### src/rtl/game_timer_pkg.sv
// Shared definitions for the game timer: timer states, game-FSM state encodings and
// the professor/time-limit constants used by the timer and its consumers.
package game_timer_pkg;

  localparam int         MAX_TIME     = 120;
  localparam logic [3:0] PROF_PATTERN = 4'b1111;
  // The warning fires one minute before the professor pattern appears.
  localparam logic [3:0] PROF_WARN_PATTERN = PROF_PATTERN - 4'd1;

  typedef enum logic [1:0] {
    ST_STOPPED   = 2'd0,
    ST_RUNNING   = 2'd1,
    ST_SATURATED = 2'd2
  } timer_state_e;

  typedef enum logic [2:0] {
    Q_INI  = 3'd0,
    Q_PLAY = 3'd1,
    Q_PROF = 3'd2,
    Q_WIN  = 3'd3,
    Q_LOSE = 3'd4
  } game_state_e;

  function automatic logic is_prof_warn(input logic [7:0] mins);
    return mins[3:0] == PROF_WARN_PATTERN;
  endfunction

endpackage

### src/rtl/game_timer_bcd_digit_counter.sv
// One decimal digit of the minute display: increments on inc, wraps 9->0 with carry out.
module bcd_digit_counter
  import game_timer_pkg::*;
(
  input  logic       Clk,
  input  logic       Reset_n,
  input  logic       inc,
  input  logic       clr,
  output logic [3:0] digit,
  output logic       carry
);

  logic [3:0] digit_q;
  logic [3:0] digit_d;

  always_comb begin
    digit_d = digit_q;
    if (clr) begin
      digit_d = 4'd0;
    end else if (inc) begin
      digit_d = (digit_q == 4'd9) ? 4'd0 : digit_q + 4'd1;
    end
  end

  always_ff @(posedge Clk or negedge Reset_n) begin
    if (!Reset_n) begin
      digit_q <= 4'd0;
    end else begin
      digit_q <= digit_d;
    end
  end

  assign digit = digit_q;
  assign carry = inc & ~clr & (digit_q == 4'd9);

endmodule

### src/rtl/game_timer.sv
// Game minute timer: prescaler, run/pause/saturate FSM, binary minute counter with
// professor warning and time-up flags, and a chained BCD copy for the display.
module game_timer
  import game_timer_pkg::*;
#(
  parameter int TICKS_PER_MIN = 100_000_000,
  parameter int MAX_MIN       = 255,
  parameter int LIMIT         = MAX_TIME
) (
  input  logic       Clk,
  input  logic       Reset_n,
  input  logic       Clear,
  input  logic       Run,
  output logic [7:0] minutes,
  output logic       min_tick,
  output logic       prof_warn,
  output logic       time_up,
  output logic [3:0] bcd_h,
  output logic [3:0] bcd_t,
  output logic [3:0] bcd_o,
  output logic       running
);

  localparam int              PW         = (TICKS_PER_MIN > 1) ? $clog2(TICKS_PER_MIN) : 1;
  localparam logic [PW-1:0]   PRESC_LAST = PW'(TICKS_PER_MIN - 1);
  localparam logic [7:0]      MIN_LAST   = 8'(MAX_MIN - 1);

  timer_state_e  state_q, state_d;
  logic [PW-1:0] presc_q, presc_d;
  logic [7:0]    minutes_q, minutes_d;
  logic          min_tick_q, min_tick_d;
  logic          prof_warn_q, prof_warn_d;
  logic          time_up_q, time_up_d;
  logic          running_q, running_d;

  logic tick;
  logic carry_o, carry_t, carry_h;

  // A tick needs the full prescaler period spent in RUNNING with Run held high.
  assign tick = (state_q == ST_RUNNING) & Run & ~Clear & (presc_q == PRESC_LAST);

  always_comb begin
    state_d   = state_q;
    presc_d   = presc_q;
    minutes_d = minutes_q;
    if (Clear) begin
      state_d   = ST_STOPPED;
      presc_d   = '0;
      minutes_d = 8'd0;
    end else begin
      case (state_q)
        ST_STOPPED: begin
          if (Run) state_d = ST_RUNNING;
        end
        ST_RUNNING: begin
          if (!Run) begin
            state_d = ST_STOPPED;
          end else if (tick) begin
            presc_d   = '0;
            minutes_d = minutes_q + 8'd1;
            // A hundreds carry would wrap the display, so it saturates as well.
            if (minutes_q == MIN_LAST || carry_h) state_d = ST_SATURATED;
          end else begin
            presc_d = presc_q + 1'b1;
          end
        end
        default: ;
      endcase
    end
    min_tick_d  = tick;
    prof_warn_d = is_prof_warn(minutes_d);
    time_up_d   = int'({24'd0, minutes_d}) >= LIMIT;
    running_d   = (state_d == ST_RUNNING);
  end

  always_ff @(posedge Clk or negedge Reset_n) begin
    if (!Reset_n) begin
      state_q     <= ST_STOPPED;
      presc_q     <= '0;
      minutes_q   <= 8'd0;
      min_tick_q  <= 1'b0;
      prof_warn_q <= 1'b0;
      time_up_q   <= 1'b0;
      running_q   <= 1'b0;
    end else begin
      state_q     <= state_d;
      presc_q     <= presc_d;
      minutes_q   <= minutes_d;
      min_tick_q  <= min_tick_d;
      prof_warn_q <= prof_warn_d;
      time_up_q   <= time_up_d;
      running_q   <= running_d;
    end
  end

  bcd_digit_counter u_ones (
    .Clk     (Clk),
    .Reset_n (Reset_n),
    .inc     (tick),
    .clr     (Clear),
    .digit   (bcd_o),
    .carry   (carry_o)
  );

  bcd_digit_counter u_tens (
    .Clk     (Clk),
    .Reset_n (Reset_n),
    .inc     (carry_o),
    .clr     (Clear),
    .digit   (bcd_t),
    .carry   (carry_t)
  );

  bcd_digit_counter u_hund (
    .Clk     (Clk),
    .Reset_n (Reset_n),
    .inc     (carry_t),
    .clr     (Clear),
    .digit   (bcd_h),
    .carry   (carry_h)
  );

  assign minutes   = minutes_q;
  assign min_tick  = min_tick_q;
  assign prof_warn = prof_warn_q;
  assign time_up   = time_up_q;
  assign running   = running_q;

endmodule
### config.mk
export PLATFORM = sky130hd
export DESIGN_NAME = game_timer
export DESIGN_NICKNAME = d
export VERILOG_FILES = /design/src/rtl/game_timer_pkg.sv /design/src/rtl/game_timer_bcd_digit_counter.sv /design/src/rtl/game_timer.sv
export SDC_FILE = /design/constraint.sdc
export NUM_CORES = 1
export LEC_CHECK = 0
export ABC_AREA = 1
export CORE_MARGIN = 4
export CORE_UTILIZATION = 27
export CTS_BUF_LIST = sky130_fd_sc_hd__clkbuf_8
export DETAILED_ROUTE_END_ITERATION = 6
export HOLD_SLACK_MARGIN = 0.03
export PLACE_DENSITY = 0.45
export SLEW_MARGIN = 20
export SYNTH_ARGS = -nofsm -noshare
export SYNTH_HDL_FRONTEND = slang
export SYNTH_SLANG_ARGS = --single-unit
export TNS_END_PERCENT = 1
### constraint.sdc
create_clock -name Clk -period 2.1 [get_ports Clk]
set_input_delay 0.63 -clock Clk [delete_from_list [all_inputs] [get_ports Clk]]
set_output_delay 0.63 -clock Clk [all_outputs]
set_load 0.01 [all_outputs]
==> flow_summary_export.csv, run 1 <==
group,metric,value,unit
timing,worst_clock_skew,0.00620,ns
timing,worst_pin_slew,0.339,ns
place,dpl_cell_area,0.00381,mm²
die,num_rows,39,
die,die_x,116,µm
pwr,leakage,1.76,nW
finish,n_antenna_cell,0,
detailed_routing,firstDrtPassIters,4,
synthesis,syn-num-nets,426,
finish,fin_area,0.00395,mm²
detailed_routing,postRouteAntennaNets,0,
timing,relSlewSlack,77.2,%
worst_setup_path,cp.arrival,1.35,ns
flow_run,max_cap_violations,0,
synthesis,synth_compound_area_share,8.87,%
worst_setup_path,crit_slowest_cell,"clkdlybuf4s50_1",
die,initial_core_util,27.5,%
synthesis,syn_area,0.00313,mm²
synthesis,synth_area_leaders,"dfrtp_1 (42%), nand2_1 (9.9%), inv_1 (6.8%), nand3_1 (6.4%), nor2_1 (5.6%)",
timing,rsz0062_at_grt,"no",
grt,met1_usage,18.6,%
synthesis,yosys.area.top_type_share,42.3,%
place,place.gp.congestion,0.857,
synthesis,synth_top_family_by_area,"simple AND/OR/NAND/NOR gates",
synthesis,synth_xor_area_share,2.52,%
place,port_buffers,27,
worst_setup_path,max_stage_delay,0.58,ns
synthesis,ys_seq_elements,53,
grt,grt_usage,13.3,%
timing,hold_ws,0.287,ns
timing,final_max_slew_viol_count,0,
clocking,insertion_delay,0.32,ns
die,fp.dieH,116,µm
clocking,cts_buffer_depth,2,
die,dieArea,0.0134,mm²
pwr,power_density,458,mW/mm²
synthesis,muxShareOfSynthArea,0.360,%
grt,grt-ovfl-total,0,
synthesis,syn_inst,415,
synthesis,synth_common_cells,"nand2_1 (83), inv_1 (57), dfrtp_1 (53)",
worst_setup_path,crit_family,"buffers and inverters",
timing,setup_viol,0,
synthesis,yosysSeqAreaShare,42.3,%
place,dp_hpwl,6320,µm
worst_setup_path,cp_num_buf_inv,1,
clocking,h-tree-depth,2,
grt,grt_max_degree,54,
grt,grt_pass1_vias,3006,
synthesis,ys_types,35,
die,pin_count,28,
clocking,cts_tree,"done",
clocking,clkTransAtPathRegs,0.10,ns
die,core,0.0114,mm²
finish,area_delta_synth_final,26.0,%
timing,post-route-period-util,94.3,%
clocking,cts-buffers-inserted,5,
synthesis,yosys.area_share.simple,34.8,%
detailed_routing,avgRoutedWirePerCell,13.3,µm
synthesis,post-synth-top-count-cell,"nand2_1",
worst_setup_path,criticalPathCategory,"reg -> out",
grt,grt_pass1_wl,14300,µm
synthesis,ys.flop_type,"dfrtp_1",
worst_setup_path,cp-end-kind,"output pin",
detailed_routing,drc,0,
worst_setup_path,path_cells,"clkdlybuf4s50_1",
finish,final_util,34.7,%
worst_setup_path,start_kind,"flip-flop",
synthesis,yosys_warnings,0,
timing,finalHoldViolations,0,
grt,gr-usage-met3,2.72,%
timing,min_period,1.98,ns
clocking,cts_sinks,53,
synthesis,synthAdderAreaFrac,2.80,%
synthesis,synth_edf_count,0,
synthesis,syn_area_per_cell,7.55,µm²
grt,grt_use_met2,20.9,%
outcome,outcome,"finished, final reports clean",
detailed_routing,viasPerCell,4.71,
finish,finalNetCount,491,
worst_setup_path,critPathMaxFanout,5,
synthesis,synth-async-reset-ratio,100,%
detailed_routing,drt_wl_total,8290,µm
detailed_routing,initialDrtViolationCount,186,
timing,max_freq,505,MHz
pwr,irDropWorstVdd,0.000247,V
synthesis,synth_area_leader_cell,"dfrtp_1",
grt,antenna_found_initial,0,
hold_path,hp-class,"in -> async",
grt,grt_busiest_layer,"met2",
detailed_routing,num_vias,2939,
clocking,cts_root_buf,"clkbuf_8",
worst_setup_path,worstPathRequired,1.47,ns
finish,drive_gt1_share,16.4,%
stage by stage:
stage | total power, W | setup TNS [ns] | std cells | setup WS (ns)
finish | 0.00181 | 0 | 624 | 0.120
global route | 0.00189 | 0 | 624 | 0.00680
CTS | 0.00185 | 0 | 622 | 0.00284
detailed placement | 0.00116 | -10.18 | 614 | -0.351
global placement | 0.00116 | -8.44 | 614 | -0.342
floorplan | 0.00109 | 0 | 415 | 0.377
kinds of logic after synthesis:
kind of cell             Yosys count
XOR/XNOR                           9
buffers and inverters             67
AND/OR/NAND/NOR                  230
AO/OA/AOI/OAI                     48
adder cells (fa/ha/maj)            7
flip-flops                        53
multiplexers                       1
final timing paths:
path | cells after the start | slack, ns | startpoint | to
setup / recovery | 1 | 0.12 | u_ones.digit[0]$_DFFE_PN0P_ | bcd_o[0]
hold / removal | 2 | 0.29 | Reset_n | presc_q[16]$_DFFE_PN0P_
setup reg to reg | 10 | 0.26 | presc_q[0]$_DFFE_PN0P_ | time_up$_DFF_PN0_
hold reg to reg | 2 | 0.52 | presc_q[1]$_DFFE_PN0P_ | presc_q[1]$_DFFE_PN0P_
max in group asynchronous | 2 | 1.54 | Reset_n | presc_q[26]$_DFFE_PN0P_
min in group Clk | 2 | 0.52 | presc_q[1]$_DFFE_PN0P_ | presc_q[1]$_DFFE_PN0P_
layout by cell type (no fill, tap or decap), drive strengths merged, types with 3 or more instances in the layout:
cell and instances:
a21oi 18, buf 36, clkbuf 7, clkdlybuf4s50 25
clkinv 3, dfrtp 53, ha 7, inv 61
nand2 92, nand3 42, nand3b 3, nand4 11
nor2 57, nor3 17, nor4 4, o21ai 14
o22ai 3, o31ai 4, or2 4, xor2 7
sequential cells by signal, indices dropped and copies added, names as in the netlist:
register,cells
min_tick,1
minutes,8
presc_q,27
prof_warn,1
running,1
state_q,2
time_up,1
u_hund.digit,4
u_ones.digit,4
u_tens.digit,4
layer usage:
metal / wire (µm) / vias to the layer above
met5: 0 / -
met4: 133 / 0
met3: 300 / 9
met2: 3720 / 56
met1: 4130 / 1385
li1: - / 1489
repair_timing:
| item | CTS | global route |
|---|---|---|
| setup endpoints to repair | 0 | 19 |
| setup buffers | 0 | 2 |
| gates resized for setup | 0 | 6 |
| hold buffers | 0 | 0 |
cell type report:
type                    instances  area, µm²
well taps                     143        179
clock buffers                   7       96.3
fillers                      1200       7420
inverters                      63        236
flip-flops and latches         53       1330
repair buffers                 62        543
clock inverters                 1       5.00
multi-input cells             295       1560
where the power goes:
part / switching (W) / internal, W / leakage, nW
Sequential: 0.00000240 / 0.00102 / 0.738
Combinational: 0.0000716 / 0.0000436 / 0.963
Clock: 0.000368 / 0.000300 / 0.0542
Total: 0.000442 / 0.00137 / 1.76
(Power assumes the default switching activity.)
==> run 2: changes to the inputs <==
CORE_MARGIN = default   (was 4)
CTS_BUF_LIST = sky130_fd_sc_hd__clkbuf_4 sky130_fd_sc_hd__clkbuf_8 sky130_fd_sc_hd__clkbuf_16   (was sky130_fd_sc_hd__clkbuf_8)
==> run 2 against run 1 <==
First-iteration DRC count is 22% lower. Worst hold slack better by 0.0075 ns. Clock-buffer cell count is 2 lower. Critical path depth is 10 higher. Cell count is 1.3% lower. Combinational power hardly changed. Clock skew is 0.0060 ns higher. Flip-flop and latch count stayed put. Final area is 0.60% higher. Clock power is 30% higher. Global-route usage is 1.5 points higher. Critical path type is now in -> reg. Critical endpoint is now running$_DFF_PN0_. Highest routed layer unchanged.
==> flow_summary_export.csv, run 2 (synthesized netlist as in run 1, its figures left out) <==
group,metric,value,unit
detailed_routing,drt_wl_total,8330,µm
flow_run,max_cap_violations,0,
finish,drive_gt1_share,16.0,%
pwr,irDropWorstVdd,0.000351,V
worst_setup_path,path_cells,"clkdlybuf4s50_1 -> nor2_2 -> nand2_1 -> nor2_1 -> nand2_1 -> nor2_4 -> nand4_1 -> nand2_1 -> nand2_1 -> nand3_1 -> inv_1",
clocking,h-tree-depth,2,
detailed_routing,postRouteAntennaNets,0,
finish,layout_common_cells,"nand2_1 (82), inv_1 (57), dfrtp_1 (53)",
hold_path,hp-class,"in -> async",
grt,grt_max_degree,36,
timing,worst_clock_skew,0.0122,ns
worst_setup_path,max_stage_delay,0.45,ns
clocking,cts_buffer_depth,2,
finish,fin_area,0.00397,mm²
worst_setup_path,worstPathRequired,2.29,ns
timing,min_period,2.00,ns
timing,finalHoldViolations,0,
finish,fillers,1157,
grt,antenna_found_initial,0,
finish,registers.top_by_ff_count,"presc_q",
finish,final_common_cell,"nand2_1",
clocking,cts-buffers-inserted,5,
worst_setup_path,cp-end-kind,"flip-flop",
finish,largest_reg_flops,27,
clocking,cts_root_buf,"clkbuf_16",
finish,n_antenna_cell,0,
worst_setup_path,start_kind,"input port",
detailed_routing,firstDrtPassIters,4,
detailed_routing,num_vias,2903,
worst_setup_path,criticalPathCategory,"in -> reg",
clocking,insertion_delay,0.30,ns
worst_setup_path,crit_slowest_cell,"clkdlybuf4s50_1",
timing,setup_viol,0,
pwr,power_density,506,mW/mm²
die,die_x,110,µm
timing,worst_pin_slew,0.513,ns
timing,rsz0062_at_grt,"yes",
worst_setup_path,critPathMaxFanout,8,
place,place.gp.congestion,0.880,
worst_setup_path,critPathMostFrequentCell,"nand2_1",
die,core,0.0111,mm²
place,dp_hpwl,6390,µm
finish,finalNetCount,486,
clocking,cts_sinks,53,
detailed_routing,avgRoutedWirePerCell,13.5,µm
die,fp.dieH,110,µm
clocking,clkTransAtPathRegs,0.08,ns
clocking,cts_setup_buffers,0,
worst_setup_path,cp_num_buf_inv,2,
detailed_routing,drc,0,
grt,grt-ovfl-total,0,
grt,grt_pass1_vias,2776,
finish,area_delta_synth_final,26.7,%
grt,grt_usage,14.8,%
detailed_routing,initialDrtViolationCount,145,
detailed_routing,viasPerCell,4.71,
pwr,leakage,1.74,nW
worst_setup_path,crit_family,"simple AND/OR/NAND/NOR gates",
die,pin_count,28,
timing,post-route-period-util,95.3,%
die,dieArea,0.0120,mm²
timing,relSlewSlack,65.8,%
clocking,cts_tree,"done",
clocking,cts_hold_buf,0,
timing,max_freq,500,MHz
timing,tns,0,ns
die,initial_core_util,28.3,%
place,port_buffers,27,
outcome,outcome,"finished, final reports clean",
die,num_rows,38,
timing,final_max_slew_viol_count,0,
grt,grt_pass1_wl,13700,µm
place,dpl_cell_area,0.00378,mm²
worst_setup_path,cp.arrival,2.19,ns
## run 2: final timing paths
path / startpoint / end / slack, ns / depth (start not counted)
max in group asynchronous: Reset_n / minutes[0]$_DFF_PN0_ / 1.23 / 2
setup / recovery: Clear / running$_DFF_PN0_ / 0.1 / 11
min in group Clk: presc_q[1]$_DFFE_PN0P_ / presc_q[1]$_DFFE_PN0P_ / 0.52 / 2
hold / removal: Reset_n / presc_q[15]$_DFFE_PN0P_ / 0.29 / 1
setup reg to reg: presc_q[0]$_DFFE_PN0P_ / u_tens.digit[0]$_DFFE_PN0P_ / 0.23 / 10
hold reg to reg: presc_q[1]$_DFFE_PN0P_ / presc_q[1]$_DFFE_PN0P_ / 0.52 / 2
## run 2: cell type report
class                      count  area [µm²]  area share [%]
sequential                    53        1330            33.4
clock inverter                 3        25.0           0.631
inverter                      63         239            6.02
tap                          140         175            4.41
clock buffer                   5         125            3.15
multi-input combinational    295        1570            39.6
timing repair buffer          57         507            12.8
## run 2: timing repair
item,4_1_cts,5_1_grt
gates resized for setup,1,9
setup endpoints to repair,1,30
pin swaps,0,1
## run 2: stage by stage
stage	hold WS, ns	utilization [%]	instances	power [W]	setup WS (ns)
after floorplan	0.334	-	415	0.00109	0.377
after CTS	0.321	35.5	616	0.00203	0.0578
after detailed placement	0.503	34.2	608	0.00116	-0.318
after global routing	0.332	35.8	616	0.00208	-0.0255
final	0.294	35.8	616	0.00201	0.0994
after global placement	0.497	34.2	608	0.00116	-0.311
## run 2: metal layers
layer	part of all wire, %	wire (µm)	track usage [%]
met5	0	0	0
met3	2.9	243	2.31
met4	1.2	102	3.81
met1	52	4370	21.3
met2	43	3610	23.0
## run 2: power breakdown
group	switching (W)	total, W	internal [W]
logic	0.0000747	0.000117	0.0000420
registers	0.00000223	0.00103	0.00102
clock network	0.000415	0.000865	0.000450
total	0.000492	0.00201	0.00151
